--- config.mk ---
export PLATFORM = sky130hd
export DESIGN_NAME = dot_product_pipe_flat
export DESIGN_NICKNAME = d
export VERILOG_FILES = /design/src/rtl/dp_pkg.sv /design/src/rtl/dot_product_pipe_if.sv /design/src/rtl/dp_adder_tree.sv /design/src/rtl/dot_product_pipe.sv /design/src/flat_wrapper.sv
export SDC_FILE = /design/constraint.sdc
export NUM_CORES = 1
export LEC_CHECK = 0
export ABC_AREA = 1
export BUFFER_PORTS_ARGS = -buffer_cell sky130_fd_sc_hd__buf_2
export CORE_MARGIN = 3
export CORE_UTILIZATION = 30
export CTS_CLUSTER_SIZE = 16
export DETAILED_ROUTE_END_ITERATION = 6
export PLACE_DENSITY = 0.44
export SLEW_MARGIN = 10
export SYNTH_ARGS = -nofsm -noshare
export SYNTH_HDL_FRONTEND = slang
export SYNTH_SLANG_ARGS = --single-unit
--- constraint.sdc ---
create_clock -name clk -period 8.7 [get_ports clk]
set_input_delay 2.61 -clock clk [delete_from_list [all_inputs] [get_ports clk]]
set_output_delay 2.61 -clock clk [all_outputs]
set_load 0.02 [all_outputs]
--- src/rtl/dp_pkg.sv ---
// Shared widths, accumulator type and clamp limits for the dot-product pipeline.
// Pure declarations: no latency, no flow control.
// Consumers import dp_pkg::* and size their adders with sum_w().
package dp_pkg;

    localparam int ACC_W_DEF = 32;

    typedef logic signed [ACC_W_DEF-1:0] acc_t;

    localparam acc_t ACC_MAX = {1'b0, {(ACC_W_DEF-1){1'b1}}};
    localparam acc_t ACC_MIN = {1'b1, {(ACC_W_DEF-1){1'b0}}};

    // Width of one beat's adder-tree sum: product width plus tree growth.
    function automatic int sum_w(input int dw, input int depth);
        return 2 * dw + $clog2(depth);
    endfunction

endpackage

--- src/rtl/dot_product_pipe_if.sv ---
// Beat input stream and result output stream of the dot-product pipeline.
// Wires only: no latency of its own.
// Valid/ready on both sides; slave is the pipeline, master is its driver.
interface dot_product_pipe_if #(
    parameter int DW    = 8,
    parameter int DEPTH = 4,
    parameter int ACC_W = 32,
    parameter int CNT_W = 16
);
    logic                          in_valid;
    logic                          in_ready;
    logic [DEPTH-1:0][DW-1:0]      in_a;
    logic [DEPTH-1:0][DW-1:0]      in_b;
    logic                          in_last;
    logic                          out_valid;
    logic                          out_ready;
    logic signed [ACC_W-1:0]       out_res;
    logic [CNT_W-1:0]              out_len;
    logic                          out_sat;

    modport master (
        output in_valid, in_a, in_b, in_last, out_ready,
        input  in_ready, out_valid, out_res, out_len, out_sat
    );

    modport slave (
        input  in_valid, in_a, in_b, in_last, out_ready,
        output in_ready, out_valid, out_res, out_len, out_sat
    );

endinterface

--- src/rtl/dp_adder_tree.sv ---
// Sums DEPTH signed products in a balanced tree, zero-padded to the next power of two.
// Combinational: zero cycles.
// No flow control; the caller registers input and output.
module dp_adder_tree
    import dp_pkg::*;
#(
    parameter int DW    = 8,
    parameter int DEPTH = 4
) (
    input  logic signed [2*DW-1:0]              prod [DEPTH],
    output logic signed [sum_w(DW, DEPTH)-1:0]  sum
);

    localparam int SUM_W = sum_w(DW, DEPTH);
    localparam int P2    = 1 << $clog2(DEPTH);

    // Heap layout: leaves at P2..2*P2-1, node i sums children 2i and 2i+1, root at 1.
    logic signed [SUM_W-1:0] node [1:2*P2-1];

    always_comb begin
        for (int i = 1; i < 2 * P2; i++) begin
            node[i] = '0;
        end
        for (int i = 0; i < DEPTH; i++) begin
            node[P2 + i] = SUM_W'(prod[i]);
        end
        for (int i = P2 - 1; i >= 1; i--) begin
            node[i] = node[2 * i] + node[2 * i + 1];
        end
        sum = node[1];
    end

endmodule

--- src/rtl/dot_product_pipe.sv ---
// Streaming signed dot product: multiply, adder tree, accumulate across beats up to in_last.
// Latency 3 cycles from last-beat accept to out_valid; one beat per clock.
// Global stall: held result (out_valid && !out_ready) freezes every stage. DP_SAT_EN selects clamped accumulation.
module dot_product_pipe
    import dp_pkg::*;
#(
    parameter int DW    = 8,
    parameter int DEPTH = 4,
    parameter int ACC_W = 32,
    parameter int CNT_W = 16
) (
    input  logic              clk,
    input  logic              rst_n,
    dot_product_pipe_if.slave bus
);

    localparam int SUM_W = sum_w(DW, DEPTH);
    localparam logic [CNT_W-1:0] CNT_MAX = '1;

    typedef logic signed [2*DW-1:0]  prod_t;
    typedef logic signed [ACC_W-1:0] accw_t;

    logic                   en;

    logic                   s1_vld_q, s1_vld_d;
    logic                   s1_last_q, s1_last_d;
    prod_t                  s1_prod_q [DEPTH];
    prod_t                  s1_prod_d [DEPTH];

    logic                   s2_vld_q, s2_vld_d;
    logic                   s2_last_q, s2_last_d;
    logic signed [SUM_W-1:0] s2_sum_q, s2_sum_d;
    logic signed [SUM_W-1:0] tree_sum;

    accw_t                  acc_q, acc_d;
    logic [CNT_W-1:0]       cnt_q, cnt_d;
    logic [CNT_W-1:0]       cnt_inc;
    accw_t                  sum_ext;
    accw_t                  acc_next;

    logic                   out_vld_q, out_vld_d;
    accw_t                  out_res_q, out_res_d;
    logic [CNT_W-1:0]       out_len_q, out_len_d;

    dp_adder_tree #(
        .DW    (DW),
        .DEPTH (DEPTH)
    ) u_tree (
        .prod (s1_prod_q),
        .sum  (tree_sum)
    );

    assign sum_ext = ACC_W'(s2_sum_q);
    assign cnt_inc = (cnt_q == CNT_MAX) ? cnt_q : cnt_q + 1'b1;

`ifdef DP_SAT_EN
    localparam accw_t SAT_HI = {1'b0, {(ACC_W-1){1'b1}}};
    localparam accw_t SAT_LO = {1'b1, {(ACC_W-1){1'b0}}};

    logic signed [ACC_W:0]  wide_sum;
    logic                   clip;
    logic                   sat_q, sat_d;
    logic                   out_sat_q, out_sat_d;

    // One guard bit: overflow iff the two top bits disagree; the guard bit gives the true sign.
    always_comb begin
        wide_sum = (ACC_W+1)'(acc_q) + (ACC_W+1)'(sum_ext);
        clip     = wide_sum[ACC_W] != wide_sum[ACC_W-1];
        if (!clip) begin
            acc_next = wide_sum[ACC_W-1:0];
        end else if (wide_sum[ACC_W]) begin
            acc_next = SAT_LO;
        end else begin
            acc_next = SAT_HI;
        end
    end

    always_comb begin
        sat_d     = sat_q;
        out_sat_d = out_sat_q;
        if (en && s2_vld_q) begin
            if (s2_last_q) begin
                out_sat_d = sat_q | clip;
                sat_d     = 1'b0;
            end else begin
                sat_d     = sat_q | clip;
            end
        end
    end

    always_ff @(posedge clk or negedge rst_n) begin
        if (!rst_n) begin
            sat_q     <= 1'b0;
            out_sat_q <= 1'b0;
        end else begin
            sat_q     <= sat_d;
            out_sat_q <= out_sat_d;
        end
    end

    assign bus.out_sat = out_sat_q;
`else
    always_comb begin
        acc_next = acc_q + sum_ext;
    end

    assign bus.out_sat = 1'b0;
`endif

    always_comb begin
        en        = !out_vld_q || bus.out_ready;

        s1_vld_d  = s1_vld_q;
        s1_last_d = s1_last_q;
        s1_prod_d = s1_prod_q;
        s2_vld_d  = s2_vld_q;
        s2_last_d = s2_last_q;
        s2_sum_d  = s2_sum_q;
        acc_d     = acc_q;
        cnt_d     = cnt_q;
        out_vld_d = out_vld_q;
        out_res_d = out_res_q;
        out_len_d = out_len_q;

        if (en) begin
            s1_vld_d  = bus.in_valid;
            s1_last_d = bus.in_last;
            for (int i = 0; i < DEPTH; i++) begin
                s1_prod_d[i] = (2*DW)'($signed(bus.in_a[i])) * (2*DW)'($signed(bus.in_b[i]));
            end

            s2_vld_d  = s1_vld_q;
            s2_last_d = s1_last_q;
            s2_sum_d  = tree_sum;

            // A retiring result is replaced in the same cycle, so back-to-back vectors see no bubble.
            out_vld_d = s2_vld_q && s2_last_q;

            if (s2_vld_q) begin
                if (s2_last_q) begin
                    out_res_d = acc_next;
                    out_len_d = cnt_inc;
                    acc_d     = '0;
                    cnt_d     = '0;
                end else begin
                    acc_d     = acc_next;
                    cnt_d     = cnt_inc;
                end
            end
        end
    end

    always_ff @(posedge clk or negedge rst_n) begin
        if (!rst_n) begin
            s1_vld_q  <= 1'b0;
            s1_last_q <= 1'b0;
            for (int i = 0; i < DEPTH; i++) begin
                s1_prod_q[i] <= '0;
            end
            s2_vld_q  <= 1'b0;
            s2_last_q <= 1'b0;
            s2_sum_q  <= '0;
            acc_q     <= '0;
            cnt_q     <= '0;
            out_vld_q <= 1'b0;
            out_res_q <= '0;
            out_len_q <= '0;
        end else begin
            s1_vld_q  <= s1_vld_d;
            s1_last_q <= s1_last_d;
            s1_prod_q <= s1_prod_d;
            s2_vld_q  <= s2_vld_d;
            s2_last_q <= s2_last_d;
            s2_sum_q  <= s2_sum_d;
            acc_q     <= acc_d;
            cnt_q     <= cnt_d;
            out_vld_q <= out_vld_d;
            out_res_q <= out_res_d;
            out_len_q <= out_len_d;
        end
    end

    assign bus.in_ready  = en;
    assign bus.out_valid = out_vld_q;
    assign bus.out_res   = out_res_q;
    assign bus.out_len   = out_len_q;

endmodule

--- src/flat_wrapper.sv ---
// flat-port wrapper written by rule: the top's interface ports become plain ports
module dot_product_pipe_flat import dp_pkg::*;
#(
    parameter int DW    = 8,
    parameter int DEPTH = 4,
    parameter int ACC_W = 32,
    parameter int CNT_W = 16
)
  (clk, rst_n, bus_in_valid, bus_in_a, bus_in_b, bus_in_last, bus_out_ready, bus_in_ready, bus_out_valid, bus_out_res, bus_out_len, bus_out_sat);
  dot_product_pipe_if #(.DW(DW), .DEPTH(DEPTH), .ACC_W(ACC_W), .CNT_W(CNT_W)) bus_i ();
  input  logic clk;
  input  logic rst_n;
  input wire logic [$bits(bus_i.in_valid)-1:0] bus_in_valid;
  input wire logic [$bits(bus_i.in_a)-1:0] bus_in_a;
  input wire logic [$bits(bus_i.in_b)-1:0] bus_in_b;
  input wire logic [$bits(bus_i.in_last)-1:0] bus_in_last;
  input wire logic [$bits(bus_i.out_ready)-1:0] bus_out_ready;
  output wire logic [$bits(bus_i.in_ready)-1:0] bus_in_ready;
  output wire logic [$bits(bus_i.out_valid)-1:0] bus_out_valid;
  output wire logic [$bits(bus_i.out_res)-1:0] bus_out_res;
  output wire logic [$bits(bus_i.out_len)-1:0] bus_out_len;
  output wire logic [$bits(bus_i.out_sat)-1:0] bus_out_sat;
  assign bus_i.in_valid = bus_in_valid;
  assign bus_i.in_a = bus_in_a;
  assign bus_i.in_b = bus_in_b;
  assign bus_i.in_last = bus_in_last;
  assign bus_i.out_ready = bus_out_ready;
  assign bus_in_ready = bus_i.in_ready;
  assign bus_out_valid = bus_i.out_valid;
  assign bus_out_res = bus_i.out_res;
  assign bus_out_len = bus_i.out_len;
  assign bus_out_sat = bus_i.out_sat;
  dot_product_pipe #(.DW(DW), .DEPTH(DEPTH), .ACC_W(ACC_W), .CNT_W(CNT_W)) u_core (.clk(clk), .rst_n(rst_n), .bus(bus_i));
endmodule
==> run_results.csv, run 1 <==
group,metric,value,unit
clocking,clkLatencyLatePin,480,ps
global_route,antenna_found_initial,0,
logic_synthesis,yosys.area.top_type,"fa_1",
global_route,grt_pass1_vias,18600,
worst_hold_path,min_from,"u_core.bus.out_res[25]$_DFFE_PN0P_",
clocking,cts_buffer_depth,2,
power,power,0.0100,W
clocking,h-tree-depth,4,
power,seq_power_share,16.1,%
cells_and_area,num-nets-final,3496,
placement,place_congestion,0.909,
power,internal-power,0.00454,W
detailed_routing,drt_iter0_markers,840,
detailed_routing,ant_nets,0,
clocking,cts_buffers,17,
sta,finalHoldViolations,0,
setup_path,r2r-end,"u_core.s2_sum_q[11]$_DFFE_PN0N_",
detailed_routing,dr.pass1.iters,5,
logic_synthesis,syn_avg_cell_area,7.32,um2
sta,setup_viol,0,
worst_hold_path,hold_class,"flop to flop",
logic_synthesis,synth_area,21700,um2
logic_synthesis,synth-seq-area-share,21.1,%
floorplan,initial_core_util,30.6,%
power,power.switching,0.00548,W
run_status,status,"finished clean",
detailed_routing,drc_errors,0,
sta,fin_tns_setup,0,ps
floorplan,dieWidth,275,um
sta,tightestPinTransition,931,ps
clocking,cts_tree,"yes",
placement,port_buffers,118,
sta,worst_clock_skew,11.7,ps
clocking,cts_resized,0,
setup_path,r2r-start,"u_core.s1_prod_q[17]$_DFFE_PN0N_",
logic_synthesis,synth_cell_type_count,38,
sta,rsz0062_at_grt,"false",
clocking,cts_sinks,183,
sta,fmax,161,MHz
logic_synthesis,synth.ff_latch_count,183,
clocking,postCtsSetupBuffers,0,
logic_synthesis,synth_fp_nets,3453,
power,p_comb_share,76.0,%
worst_hold_path,whs_path_depth,2,
logic_synthesis,synth_top_area_share,23.4,%
cells_and_area,layout-drive-gt1-share,6.26,%
global_route,overflow,0,
logic_synthesis,yosysMostFrequentCell,"nand2_1",
power,clockPowerShare,7.9,%
floorplan,die_area,75600,um2
setup_path,crit_type,"input pin to flop",
global_route,globalRouteTotalUtil,15.3,%
clocking,root_buffer,"clkbuf_16",
power,ir_worst_vdd,0.000268,V
power,p_sw_share,54.7,%
floorplan,chipHeight,275,um
sta,relSlewSlack,37.8,%
detailed_routing,via_per_inst,4.45,
sta,finalCritPeriodShare,71.6,%
detailed_routing,routed_wl,55.0,mm
placement,dpl.hpwl,45.5,mm
setup_path,reg2reg_depth,13,
setup_path,required,9070,ps
detailed_routing,vias,17600,
logic_synthesis,yosys_warnings,0,
floorplan,rows,97,
floorplan,core_area,70900,um2
logic_synthesis,netlist_instances,2965,
cells_and_area,diodes,0,
setup_path,worstSetupStartpointType,"input pin",
logic_synthesis,synth_common_cells,"nand2_1 (907), inv_1 (705), fa_1 (254)",
logic_synthesis,synth-edff-count,0,
cells_and_area,areaGrowthSynthToFinish,9.18,%
setup_path,crit_start,"bus_in_b[2]",
sta,period_minus_slack,6230,ps
worst_hold_path,min_to,"u_core.bus.out_res[25]$_DFFE_PN0P_",
power,leakage,13.7,nW
logic_synthesis,async_flop_share,100,%
clocking,ctsHoldBuffers,0,
power,pwr_density_cell,423,nW/um2
global_route,grt_first_pass_wirelength,94.0,mm
setup_path,worst-r2r-setup-slack,5270,ps
setup_path,cp-end-kind,"flop",
job,max_cap_viol_count,0,
setup_path,critPathMaxFanout,8,
global_route,grt_max_degree,91,
sta,drv_slew,0,
clocking,clk_pin_slew_worst_paths,70,ps
logic_synthesis,ys.flop_type,"dfrtp_1",
detailed_routing,routedWlPerCell,13.9,um
setup_path,cp_data_arrival_time,6600,ps
logic_synthesis,synth_area_leaders,"fa_1 (23%), dfrtp_1 (21%), nand2_1 (16%)",
floorplan,ioPinCount,120,
## through the flow
step	instances	area, um2	hold WS (ps)	setup WS, ps	utilization [%]
floorplan	2965	21700	453	2250	-
global placement	3929	23100	460	1960	32.6
detailed placement	3929	23100	461	1950	32.6
CTS	3960	23700	480	2480	33.4
global route	3960	23700	501	2210	33.4
finish	3960	23700	474	2470	33.4
## cells by family after synthesis
group                    after synthesis  synth area share [%]
AO/OA/AOI/OAI                        224                  5.61
XOR/XNOR                              55                  2.22
AND/OR/NAND/NOR                     1276                  23.9
other                                  1                0.0173
adder cells (fa/ha/maj)              419                  32.9
buffers and inverters                807                  14.2
flip-flops                           183                  21.1
## worst max path at each step
| stage | endpoint | slack [ps] | depth (start not counted) |
|---|---|---|---|
| CTS | u_core.s1_prod_q[63]$_DFFE_PN0N_ | 2480 | 19 |
| global route | u_core.s1_prod_q[62]$_DFFE_PN0N_ | 2210 | 18 |
| floorplan | u_core.s1_prod_q[63]$_DFFE_PN0N_ | 2250 | 19 |
| detailed placement | u_core.s1_prod_q[63]$_DFFE_PN0N_ | 1950 | 19 |
| global placement | u_core.s1_prod_q[63]$_DFFE_PN0N_ | 1960 | 19 |
| finish | u_core.s1_prod_q[63]$_DFFE_PN0N_ | 2470 | 19 |
## critical path, cell delays in order
cell and delay (ps):
buf_2 150, nand2_1 120, inv_1 100, fa_1 630, inv_1 150, fa_1 550
inv_1 50, fa_1 520, inv_1 50, fa_1 520, inv_1 40, ha_1 370
nand2_1 130, nor2_1 150, nand3_1 90, nand3_1 120, nand3_1 80, nand3_1 100
nand2_1 60
## area by class of cell
cell class	instances	area [um2]
inverters	707	2650
clock inverters	14	164
flip-flops and latches	183	4580
well taps	940	1180
multi-input cells	1975	14100
repair buffers	124	644
fillers	7731	47200
clock buffers	17	425
## power groups by stage
stage / logic, W / registers, W / clock network [W]
final: 0.00761 / 0.00161 / 0.000794
after detailed placement: 0.00768 / 0.00164 / 0
after global placement: 0.00768 / 0.00163 / 0
after floorplan: 0.00574 / 0.00162 / 0
after CTS: 0.00774 / 0.00163 / 0.000833
after global routing: 0.00892 / 0.00167 / 0.000861
## state kept, by name, indices dropped and copies added, names as in the netlist, 16 cells and up
register,count
u_core.acc_q,32
u_core.bus.out_len,16
u_core.bus.out_res,32
u_core.cnt_q,16
u_core.s1_prod_q,64
u_core.s2_sum_q,18
## placed cells by master, fill, tap and decap left out, types with 5 or more instances in the layout
cell and n:
nand3_1 144, o31ai_1 5, dfrtp_1 183, a21o_1 7
nand4_1 17, o21ai_0 104, ha_1 165, nand2_1 907
inv_1 704, a31oi_1 28, or2_2 20, nor2_1 145
o21bai_1 8, nor3_1 18, a21oi_1 66, xnor2_1 32
xor2_1 23, nor2_4 5, buf_2 117, clkbuf_16 17
nand3b_1 12, fa_1 254, buf_4 6
## layer usage
metal / routed length [um] / GRT usage (%) / vias to the layer above
met1: 25600 / 19.9 / 8436
met4: 1060 / 3.86 / 0
met5: 0 / 0 / -
li1: - / - / 8894
met2: 26900 / 26.7 / 230
met3: 1460 / 2.09 / 54
(Power assumes the default switching activity.)
==> run 2: changes to the inputs <==
==> constraint.sdc (replaced) <==
create_clock -name clk -period 6.4 [get_ports clk]
set_input_delay 1.92 -clock clk [delete_from_list [all_inputs] [get_ports clk]]
set_output_delay 1.92 -clock clk [all_outputs]
set_load 0.02 [all_outputs]
==> run 2 against run 1 <==
Compared with the run above:
- first-iteration DRC count fell by 0.12%
- non-clock buffer count stayed put
- routed wire length up 0.60%
- final area hardly changed
- clock skew rose by 6.1 ps
- clock power is 34% higher
- critical path depth fell by 1
- worst hold slack got worse by 2.0 ps
- register-to-register slack worse by 2400 ps
==> run_results.csv, run 2 (synthesis gave the netlist of run 1 again) <==
group,metric,value,unit
clocking,clk_pin_slew_worst_paths,70,ps
setup_path,crit_end,"u_core.s1_prod_q[62]$_DFFE_PN0N_",
detailed_routing,drt_iter0_markers,839,
clocking,cts_sinks,183,
setup_path,crit_start,"bus_in_b[2]",
placement,port_buffers,118,
floorplan,rows,97,
power,pwr_density_cell,575,nW/um2
sta,rsz0062_at_grt,"false",
detailed_routing,dr.pass1.iters,5,
detailed_routing,via_per_inst,4.45,
detailed_routing,routedWlPerCell,14.0,um
power,power,0.0136,W
detailed_routing,highest_layer,"met4",
setup_path,required,6810,ps
sta,worst_clock_skew,17.7,ps
floorplan,dieWidth,275,um
cells_and_area,mostFrequentLayoutCells,"nand2_1 (907), inv_1 (704), fa_1 (254)",
cells_and_area,largest-register,"u_core.s1_prod_q",
sta,fmax,181,MHz
cells_and_area,diodes,0,
detailed_routing,wl_met3,1.32,mm
placement,dpl_cell_area,23100,um2
floorplan,core_area,70900,um2
global_route,grt_pass1_vias,18700,
setup_path,r2r-start,"u_core.s1_prod_q[17]$_DFFE_PN0N_",
sta,fin_tns_setup,0,ps
clocking,root_buffer,"clkbuf_16",
sta,tightestPinTransition,904,ps
placement,dpl.hpwl,45.6,mm
detailed_routing,ant_nets,0,
clocking,cts_buffer_depth,2,
cells_and_area,areaGrowthSynthToFinish,9.17,%
global_route,antenna_found_initial,0,
clocking,h-tree-depth,4,
clocking,cts_buffers,17,
sta,finalHoldViolations,0,
detailed_routing,vias,17600,
clocking,postCtsSetupBuffers,0,
setup_path,critPathMaxFanout,8,
clocking,cts_tree,"yes",
job,max_cap_viol_count,0,
floorplan,ioPinCount,120,
setup_path,cp-end-kind,"flop",
sta,finalCritPeriodShare,86.1,%
global_route,grt_max_degree,90,
cells_and_area,postLayoutCellArea,23700,um2
sta,hold_ws,472,ps
placement,place_congestion,0.921,
setup_path,worstSetupStartpointType,"input pin",
global_route,overflow,0,
clocking,clkLatencyLatePin,490,ps
sta,setup_viol,0,
sta,drv_slew,0,
run_status,status,"finished clean",
power,ir_worst_vdd,0.000372,V
detailed_routing,met1_length,25.8,mm
floorplan,die_area,75600,um2
cells_and_area,layout-drive-gt1-share,6.29,%
sta,period_minus_slack,5510,ps
cells_and_area,num-nets-final,3496,
setup_path,worst-r2r-setup-slack,2900,ps
setup_path,r2r-end,"u_core.s2_sum_q[11]$_DFFE_PN0N_",
global_route,globalRouteTotalUtil,15.3,%
detailed_routing,drc_errors,0,
global_route,grt_first_pass_wirelength,93.5,mm
setup_path,cp_data_arrival_time,5920,ps
cells_and_area,final_util,33.4,%
detailed_routing,dr_wl_met2,27.2,mm
cells_and_area,largest_reg_flops,64,
sta,relSlewSlack,39.7,%
setup_path,crit_type,"input pin to flop",
floorplan,initial_core_util,30.6,%
power,leakage,13.7,nW
setup_path,reg2reg_depth,13,
worst_hold_path,hold_class,"flop to flop",
clocking,ctsHoldBuffers,0,
clocking,cts_resized,0,
cells_and_area,final_common_cell,"nand2_1",
detailed_routing,routed_wl,55.4,mm
floorplan,chipHeight,275,um
==> run 2: worst min path at each step <==
stage                                            start  depth (start not counted)                                  to
finish              u_core.bus.out_res[28]$_DFFE_PN0P_                          2  u_core.bus.out_res[28]$_DFFE_PN0P_
global route        u_core.bus.out_res[24]$_DFFE_PN0P_                          2  u_core.bus.out_res[24]$_DFFE_PN0P_
CTS                 u_core.bus.out_res[28]$_DFFE_PN0P_                          2  u_core.bus.out_res[28]$_DFFE_PN0P_
detailed placement  u_core.bus.out_res[28]$_DFFE_PN0P_                          2  u_core.bus.out_res[28]$_DFFE_PN0P_
global placement    u_core.bus.out_res[11]$_DFFE_PN0P_                          2  u_core.bus.out_res[11]$_DFFE_PN0P_
floorplan               u_core.s2_sum_q[0]$_DFFE_PN0N_                          2      u_core.s2_sum_q[0]$_DFFE_PN0N_
==> run 2: power by group <==
group	internal [W]	leakage [nW]	total (W)	switching, W
Combinational	0.00387	11.1	0.0104	0.00650
Sequential	0.00175	2.27	0.00218	0.000439
Clock	0.000519	0.287	0.00106	0.000544
==> run 2: per-layer routing <==
| metal | vias to the layer above | track usage, % |
|---|---|---|
| met4 | 0 | 3.81 |
| li1 | 8914 | - |
| met1 | 8424 | 19.9 |
| met3 | 57 | 1.94 |
| met5 | - | 0 |
| met2 | 219 | 27.0 |
==> run 2: cell type report <==
| class | instances | area, um2 |
|---|---|---|
| tap | 940 | 1180 |
| fill | 7631 | 47200 |
| sequential | 183 | 4580 |
| timing repair buffer | 124 | 644 |
| clock inverter | 15 | 163 |
| multi-input combinational | 1975 | 14100 |
| clock buffer | 17 | 425 |
| inverter | 707 | 2650 |
==> run 2: critical path: stages <==
cell,delay (ps)
buf_2,150
nand2_1,130
inv_1,100
fa_1,620
inv_1,140
fa_1,550
inv_1,50
fa_1,520
inv_1,50
fa_1,520
inv_1,50
ha_1,360
nand2_1,120
nor3_1,220
nand3_1,130
nand3_1,100
nand2_1,50
a31oi_1,120
==> run 2: metrics by stage <==
step,cells,worst slack [ps]
after floorplan,2965,643
after global placement,3929,356
after detailed placement,3929,344
after CTS,3961,873
after global routing,3961,613
final,3961,888
